$ cat config.mk
export PLATFORM = sky130hd
export DESIGN_NAME = flexcounter_bank
export DESIGN_NICKNAME = d
export VERILOG_FILES = /design/src/rtl/flexcounter_bank.sv
export SDC_FILE = /design/constraint.sdc
export NUM_CORES = 1
export LEC_CHECK = 0
export CAP_MARGIN = 5
export CORE_MARGIN = 2
export CORE_UTILIZATION = 40
export DETAILED_ROUTE_END_ITERATION = 8
export PLACE_DENSITY_LB_ADDON = 0.08
export SYNTH_ARGS = -nofsm -noshare
export SYNTH_HDL_FRONTEND = slang
export SYNTH_SLANG_ARGS = --single-unit
$ cat constraint.sdc
create_clock -name clk -period 2.9 [get_ports clk]
set_input_delay 0.58 -clock clk [delete_from_list [all_inputs] [get_ports clk]]
set_output_delay 0.58 -clock clk [all_outputs]
set_load 0.05 [all_outputs]
$ cat src/rtl/flexcounter_bank.sv
`default_nettype none
// ============================================================================
// flexcounter_bank : NCHAN independent up/down counters with terminal strobe,
//                    auto-reload or one-shot halt.        Revision 1.0
// ============================================================================
module flexcounter_bank #(
  parameter int NCHAN      = 4,
  parameter int COUNTSIZE  = 1024,
  parameter int COUNTWIDTH = $clog2(COUNTSIZE)
) (
  input  logic                                clk,
  input  logic                                RST,
  input  logic [NCHAN-1:0]                    enableCounter,
  input  logic [NCHAN-1:0]                    clearCounter,
  input  logic [NCHAN-1:0]                    countDown,
  input  logic [NCHAN-1:0]                    oneShot,
  input  logic [NCHAN-1:0][COUNTWIDTH-1:0]    maxCount,
  output logic [NCHAN-1:0][COUNTWIDTH-1:0]    count,
  output logic [NCHAN-1:0]                    strobe,
  output logic [NCHAN-1:0]                    done,
  output logic                                anyStrobe
);

  typedef enum logic [0:0] {
    ST_COUNT = 1'b0,
    ST_HALT  = 1'b1
  } state_t;

  genvar gi;
  generate
    for (gi = 0; gi < NCHAN; gi++) begin : g_chan
      state_t                r_state, w_state_nxt;
      logic                  r_dir, w_dir_nxt;
      logic [COUNTWIDTH-1:0] r_count, w_count_nxt;
      logic                  r_strobe, w_strobe_nxt;
      logic                  r_done, w_done_nxt;
      logic                  w_at_term;
      logic [COUNTWIDTH-1:0] w_start_val;

      // Start value follows the newly requested direction, not the latched one.
      assign w_start_val = countDown[gi] ? maxCount[gi] : '0;
      // '>=' so a limit lowered below the running count still terminates.
      assign w_at_term   = r_dir ? (r_count == '0) : (r_count >= maxCount[gi]);

      always_comb begin
        w_state_nxt  = r_state;
        w_dir_nxt    = r_dir;
        w_count_nxt  = r_count;
        w_done_nxt   = r_done;
        w_strobe_nxt = 1'b0;
        if (clearCounter[gi]) begin
          w_dir_nxt   = countDown[gi];
          w_count_nxt = w_start_val;
          w_done_nxt  = 1'b0;
          w_state_nxt = ST_COUNT;
        end else if (r_state == ST_HALT) begin
          w_state_nxt = ST_HALT;
        end else if (enableCounter[gi]) begin
          if (!w_at_term) begin
            w_count_nxt = r_dir ? (r_count - COUNTWIDTH'(1))
                                : (r_count + COUNTWIDTH'(1));
          end else if (oneShot[gi]) begin
            w_strobe_nxt = 1'b1;
            w_done_nxt   = 1'b1;
            w_state_nxt  = ST_HALT;
          end else begin
            w_strobe_nxt = 1'b1;
            w_dir_nxt    = countDown[gi];
            w_count_nxt  = w_start_val;
          end
        end
      end

      always_ff @(posedge clk) begin
        if (RST) begin
          r_state  <= ST_COUNT;
          r_dir    <= 1'b0;
          r_count  <= '0;
          r_strobe <= 1'b0;
          r_done   <= 1'b0;
        end else begin
          r_state  <= w_state_nxt;
          r_dir    <= w_dir_nxt;
          r_count  <= w_count_nxt;
          r_strobe <= w_strobe_nxt;
          r_done   <= w_done_nxt;
        end
      end

      assign count[gi]  = r_count;
      assign strobe[gi] = r_strobe;
      assign done[gi]   = r_done;
    end
  endgenerate

  assign anyStrobe = |strobe;

endmodule
`default_nettype wire
==> summary.txt, run 1 <==
STA
  – Slew @ Worst Pin: around 0.90 ns
  – F_max: 371 MHz
  – Final Skew: roughly 0.012 ns
  – Final setup fails: 0
  – Period minus WS final: 2.70 ns
  – Final Hold Viols: 0
  – Final Cycle Share: approximately 93%
  – RSZ-0062 raised after global routing: no
  – Rel. slew slack: between 30% and 40%
  – Final slew viol count: 0

Worst setup path
  – Reg2Reg Depth: 7
  – R2r setup slk: between 0.2 and 0.3 ns
  – CP required: roughly 3.1 ns
  – CP Class: in -> reg
  – CP arrival: about 2.9 ns
  – Launching point of the worst reg2reg path: g_chan[1].r_dir$_SDFFE_PP0P_
  – Max Fanout on Critical Path: 9
  – Crit start category: primary input
  – Crit end category: register
  – Capturing point of the worst reg2reg path: g_chan[1].r_count[7]$_SDFFE_PP0P_

Placement
  – Buffers on Ports: between 100 and 150
  – RePlAce Congestion: between 0.8 and 0.9
  – Placed Instances: around 980
  – DP Wirelength: around 13000 µm

GRT
  – All-Layer GR Usage: between 20% and 30%
  – Largest net degree at the start of global routing: 38
  – Global-route wire length before repair: around 27000 µm
  – Grt ovf: 0
  – Vias in the first global route: 5555
  – Initial antenna violation count: 0

Die
  – Core ar.: 13300 µm²
  – Die footprint: 14700 µm²
  – I/O pin total: ~110
  – Die Y-Extent: between 100 and 150 µm
  – Die Wd: approximately 120 µm
  – # rows: 42
  – Initial Util: between 40% and 50%

Clocking
  – Post-CTS sizing: 0
  – # Post-CTS Setup Buffers: 0
  – Htree depth: 2
  – CTS clock-pin slew for the worst setup and hold paths: 0.08 ns
  – Cts hold-fix bufs: 0
  – Clk Latency, worst-skew pair: 0.31 ns
  – Root buffer cell: clkbuf_16
  – CTS max path bufs: 2
  – Clock tree from TritonCTS: done
  – TritonCTS Buffers: 5
  – CTS sink cnt: 56

Min path
  – Worst hold stages: 2
  – Hold endpoint: g_chan[0].r_done$_SDFFE_PP0P_
  – Hold Crit Start: g_chan[0].r_done$_SDFFE_PP0P_
  – Min-delay worst type: reg -> reg

Route
  – WL final: 16400 µm
  – DRT iter0 DRCs: around 400
  – Post-route ant nets: 0
  – Routed len/inst: 16.7 µm
  – Vias per std cell: 5.83
  – DRT Pass-1 Iters: 5
  – DRC viols: 0
  – Via count: 5726

Yosys
  – Most frequent cell after synthesis: ha_1
  – Post-synth design cell area: between 5000 and 6000 µm²
  – Yosys top cell area share: 20.4%
  – Register area share after synthesis: just over 20%
  – Post-synthesis cell type count: 67
  – Async SR Flop Fraction: 0%
  – Yosys top cell by area: dfxtp_1
  – Syn Inst Count: a little under 700
  – Synth cell count leaders: ha_1 (72), inv_1 (62), dfxtp_1 (56)
  – Post-synth EDFFs: 0
  – Yosys warnings: 0
  – Synth top area cells: dfxtp_1 (20%), ha_1 (16%), a21oi_1 (4.6%)
  – Average size of a mapped cell: 8.03 µm²
  – Yosys reg bits: 56
  – Ys flop type: dfxtp_1
  – Synth Net Count: between 800 and 900

Run status
  – Status: complete, no violations

Finish
  – Layout Cells excl Fill: about 980
  – Area grow syn2layout: 29.0%
  – Layout Utilization: ~53%
  – N_diodes: 0
  – Layout cells sized above 1: about a tenth
  – Nets: 940

Power and ir drop
  – Switch share: around two fifths
  – Clock share of power: 22.2%
  – Worst VDD drop: around 0.23 mV
  – Leakage: ~0.0032 µW
  – Internal: about 2000 µW
  – Sequential Power Share: just under 30%
  – Power per cell area: about 470 nW/µm²
  – Final Power: about 3400 µW
  – Logic pwr share: about half
  – Switch Pwr: 1380 µW

Run
  – MaxCap Viol Count: 0
through the flow:
stage | TNS (ns) | worst slack (ns) | cell area (µm²) | hold slack (ns)
3_3_place_gp | -0.129 | -0.0462 | 6910 | 0.505
6_report | 0 | 0.203 | 7090 | 0.543
5_1_grt | 0 | 0.0145 | 7090 | 0.572
2_1_floorplan | 0 | 0.285 | 5490 | 0.487
3_5_place_dp | -0.639 | -0.0950 | 6910 | 0.532
4_1_cts | 0 | 0.217 | 7090 | 0.542
power by group through the flow:
stage               clock network (µW)  logic, µW  registers [µW]
finish                             745       1620             998
global route                       789       1770            1010
CTS                                756       1610             997
detailed placement                   0       1610            1010
global placement                     0       1570            1010
floorplan                            0        856            1210
metal layers:
layer / up-vias / routed length [µm] / global-route usage, %
met5: - / 0 / 0
met4: 0 / 194 / 5.53
met3: 20 / 754 / 3.57
met2: 170 / 7680 / 37.5
met1: 2709 / 7750 / 29.5
li1: 2827 / - / -
cells in the final DEF (no fill, tap or decap), types with 5 or more instances in the layout:
master / count
clkdlybuf4s50_1: 106
ha_1: 72
inv_1: 62
dfxtp_1: 56
a21oi_1: 51
nand2_1: 47
buf_4: 39
nor3_1: 36
nand3_1: 30
a31oi_1: 25
o21ai_0: 24
a21o_1: 17
nor2_1: 17
o21a_1: 15
a311oi_1: 13
nand3b_1: 12
nand2b_1: 11
o31ai_1: 11
o22ai_1: 10
xor2_1: 10
a211oi_1: 9
or3_1: 8
xnor2_1: 8
nor4_1: 7
a2111oi_2: 5
and3_1: 5
o221a_1: 5
o211a_1: 5
clkbuf_16: 5
worst max-delay path by stage:
stage | from | end | cells after the start
4_1_cts | maxCount[32] | g_chan[3].r_count[5]$_SDFFE_PP0P_ | 11
6_report | maxCount[32] | g_chan[3].r_count[5]$_SDFFE_PP0P_ | 11
5_1_grt | g_chan[1].r_dir$_SDFFE_PP0P_ | g_chan[1].r_count[7]$_SDFFE_PP0P_ | 7
2_1_floorplan | g_chan[2].r_count[0]$_SDFFE_PP0P_ | g_chan[2].r_count[4]$_SDFFE_PP0P_ | 8
3_3_place_gp | maxCount[32] | g_chan[3].r_count[0]$_SDFFE_PP0P_ | 10
3_5_place_dp | maxCount[32] | g_chan[3].r_count[0]$_SDFFE_PP0P_ | 10
flip-flops by register name (all words and copies together), names as in the netlist:
signal and flops:
g_chan.r_state 4, g_chan.r_count 40, g_chan.r_strobe 4, g_chan.r_done 4, g_chan.r_dir 4
final cells by class:
| cell class | instances | area [µm²] |
|---|---|---|
| well taps | 176 | 220 |
| clock buffers | 6 | 139 |
| repair buffers | 145 | 1350 |
| multi-input cells | 535 | 3980 |
| flip-flops and latches | 56 | 1120 |
| inverters | 63 | 236 |
| fillers | 1272 | 6260 |
| clock inverters | 2 | 38.8 |
worst max-delay path, cell delays in order:
cell             delay (ns)
clkdlybuf4s50_1        0.50
inv_1                  0.06
ha_1                   0.30
a21o_1                 0.16
a31oi_1                0.15
o21ai_1                0.21
buf_4                  0.21
a211oi_2               0.16
buf_4                  0.20
o22ai_1                0.10
o221a_2                0.25
cells by family after synthesis:
group | count (synthesis) | synth area share [%]
adders and majority gates | 76 | 17.9
buffers and inverters | 93 | 7.15
AOI/OAI and AO/OA | 236 | 31.2
DFF | 56 | 20.4
xor gates and xnor gates | 18 | 2.87
muxes | 8 | 1.55
and+or+nand+nor | 197 | 18.9
Note: power is estimated with default switching activity, not from simulation.
==> inputs of run 2 (changes only) <==
REMOVE_ABC_BUFFERS = 1   (was default)
==> run 2 against run 1 <==
Flip-flop and latch count unchanged. Worst setup slack lost 0.0045 ns. Via count fell by 0.21%. Die area unchanged. Sequential power about the same. Total power down 0.41%. Fmax is 0.17% lower. Utilization grew 0.29 points. First-iteration DRC count decreased by 24%. Critical endpoint is now g_chan[0].r_count[4]$_SDFFE_PP0P_. Highest routed layer unchanged.
==> summary.txt, run 2 (synthesis gave the netlist of run 1 again) <==
Die
  – I/O pin total: around 110
  – Die footprint: 14700 µm²
  – Die Y-Extent: ~120 µm
  – # rows: between 40 and 50
  – Core ar.: about 13000 µm²
  – Initial Util: between 40% and 50%
  – Die Wd: approximately 120 µm

Route
  – DRT iter0 DRCs: about 300
  – WL final: 16400 µm
  – DRT Pass-1 Iters: 4
  – Vias per std cell: around 5.8
  – DRC viols: 0
  – Routed len/inst: 16.6 µm
  – Via count: 5714
  – Post-route ant nets: 0

Finish
  – Top reg by flops: g_chan.r_count
  – Most common cell after layout, fill and taps aside: clkdlybuf4s50_1
  – Layout cells sized above 1: between 10% and 20%
  – N_diodes: 0
  – Commonest cells after routing, fill and taps aside: clkdlybuf4s50_1 (106), ha_1 (72), inv_1 (62)
  – Max reg flops: 40
  – Layout Utilization: between 50% and 60%
  – Nets: ~950
  – Area grow syn2layout: 29.7%

Worst setup path
  – CP arrival: 2.91 ns
  – R2r setup slk: approximately 0.38 ns
  – CP required: 3.11 ns
  – Max Fanout on Critical Path: 10
  – Crit end category: register
  – Capturing point of the worst reg2reg path: g_chan[3].r_count[8]$_SDFFE_PP0P_
  – CP Class: in -> reg
  – Crit. Startpoint: maxCount[2]
  – Launching point of the worst reg2reg path: g_chan[3].r_count[0]$_SDFFE_PP0P_
  – CP endpoint: g_chan[0].r_count[4]$_SDFFE_PP0P_
  – Reg2Reg Depth: 9
  – Crit start category: primary input

GRT
  – Largest net degree at the start of global routing: 25
  – Global-route wire length before repair: ~27000 µm
  – All-Layer GR Usage: between 20% and 30%
  – Vias in the first global route: roughly 5.6k
  – Met2 Resource Use GR: around 38%
  – Layer with the highest usage: met2
  – GRT met1 Usage: around 30%
  – Met3 Usage GRT: 4.37%
  – Initial antenna violation count: 0
  – Grt ovf: 0

Placement
  – DP Wirelength: approximately 13000 µm
  – RePlAce Congestion: 0.853
  – Buffers on Ports: around 110
  – Setup Slack @ Placement: -0.116 ns

Power and ir drop
  – Worst VDD drop: between 0.2 and 0.3 mV
  – Final Power: between 3000 and 4000 µW
  – Leakage: 0.00318 µW
  – Power per cell area: between 400 and 500 nW/µm²

STA
  – Rel. slew slack: between 60% and 70%
  – Final setup fails: 0
  – Setup WS post-layout: approximately 0.2 ns
  – Final Cycle Share: 93.1%
  – Final Skew: 0.0116 ns
  – Final Hold Viols: 0
  – Slew @ Worst Pin: about 0.53 ns
  – RSZ-0062 raised after global routing: no
  – F_max: approximately 370 MHz
  – Period minus WS final: approximately 2.7 ns
  – Final slew viol count: 0
  – Worst hold slack: 0.533 ns

Clocking
  – CTS max path bufs: 2
  – CTS sink cnt: 56
  – Clk Latency, worst-skew pair: between 0.3 and 0.4 ns
  – Htree depth: 2
  – Clock tree from TritonCTS: done
  – Post-CTS sizing: 0
  – CTS clock-pin slew for the worst setup and hold paths: roughly 0.070 ns
  – Root buffer cell: clkbuf_16
  – TritonCTS Buffers: 5
  – Cts hold-fix bufs: 0
  – # Post-CTS Setup Buffers: 0

Run status
  – Status: complete, no violations

Run
  – MaxCap Viol Count: 0

Min path
  – Min-delay worst type: reg -> reg
run 2: worst max-delay path, stage by stage:
cell and delay [ns]:
clkdlybuf4s50_1 0.48, inv_1 0.05, ha_1 0.30, a21o_1 0.18, a31oi_1 0.22, o21ai_1 0.17
a2111oi_2 0.34, buf_4 0.24, nor3_1 0.07, a311oi_1 0.28
run 2: worst min-delay path by stage:
stage | start | slack [ns] | cells past startpoint | endpoint
3_3_place_gp | g_chan[0].r_done$_SDFFE_PP0P_ | 0.50 | 2 | g_chan[0].r_done$_SDFFE_PP0P_
3_5_place_dp | g_chan[1].r_done$_SDFFE_PP0P_ | 0.51 | 2 | g_chan[1].r_done$_SDFFE_PP0P_
5_1_grt | g_chan[0].r_done$_SDFFE_PP0P_ | 0.55 | 2 | g_chan[0].r_done$_SDFFE_PP0P_
4_1_cts | g_chan[1].r_done$_SDFFE_PP0P_ | 0.53 | 2 | g_chan[1].r_done$_SDFFE_PP0P_
6_report | g_chan[1].r_done$_SDFFE_PP0P_ | 0.53 | 2 | g_chan[1].r_done$_SDFFE_PP0P_
2_1_floorplan | g_chan[1].r_state$_SDFF_PP0_ | 0.49 | 2 | g_chan[1].r_state$_SDFF_PP0_
run 2: power breakdown:
group	total, µW	switching, µW	internal [µW]
logic	1620	921	703
clock network	727	318	408
registers	997	149	849
total	3350	1390	1960
run 2: layout make-up:
class	instances	area (µm²)
inverters	63	236
repair buffers	152	1410
flip-flops and latches	56	1120
multi-input cells	535	3980
well taps	176	220
clock buffers	6	129
clock inverters	2	35.0
fillers	1269	6220
run 2: layer usage:
metal	vias up	share of wire, %	routed length [µm]
li1	2856	-	-
met1	2701	47	7770
met2	141	47	7650
met3	16	4.7	777
met4	0	1.2	197
met5	-	0	0
run 2: per-stage QoR:
| step | setup TNS (ns) | area (µm²) | instances |
|---|---|---|---|
| after floorplan | 0 | 5340 | 654 |
| final | 0 | 7130 | 990 |
| after CTS | 0 | 7130 | 990 |
| after detailed placement | -0.870 | 6960 | 982 |
| after global placement | 0 | 6960 | 982 |
| after global routing | 0 | 7130 | 990 |
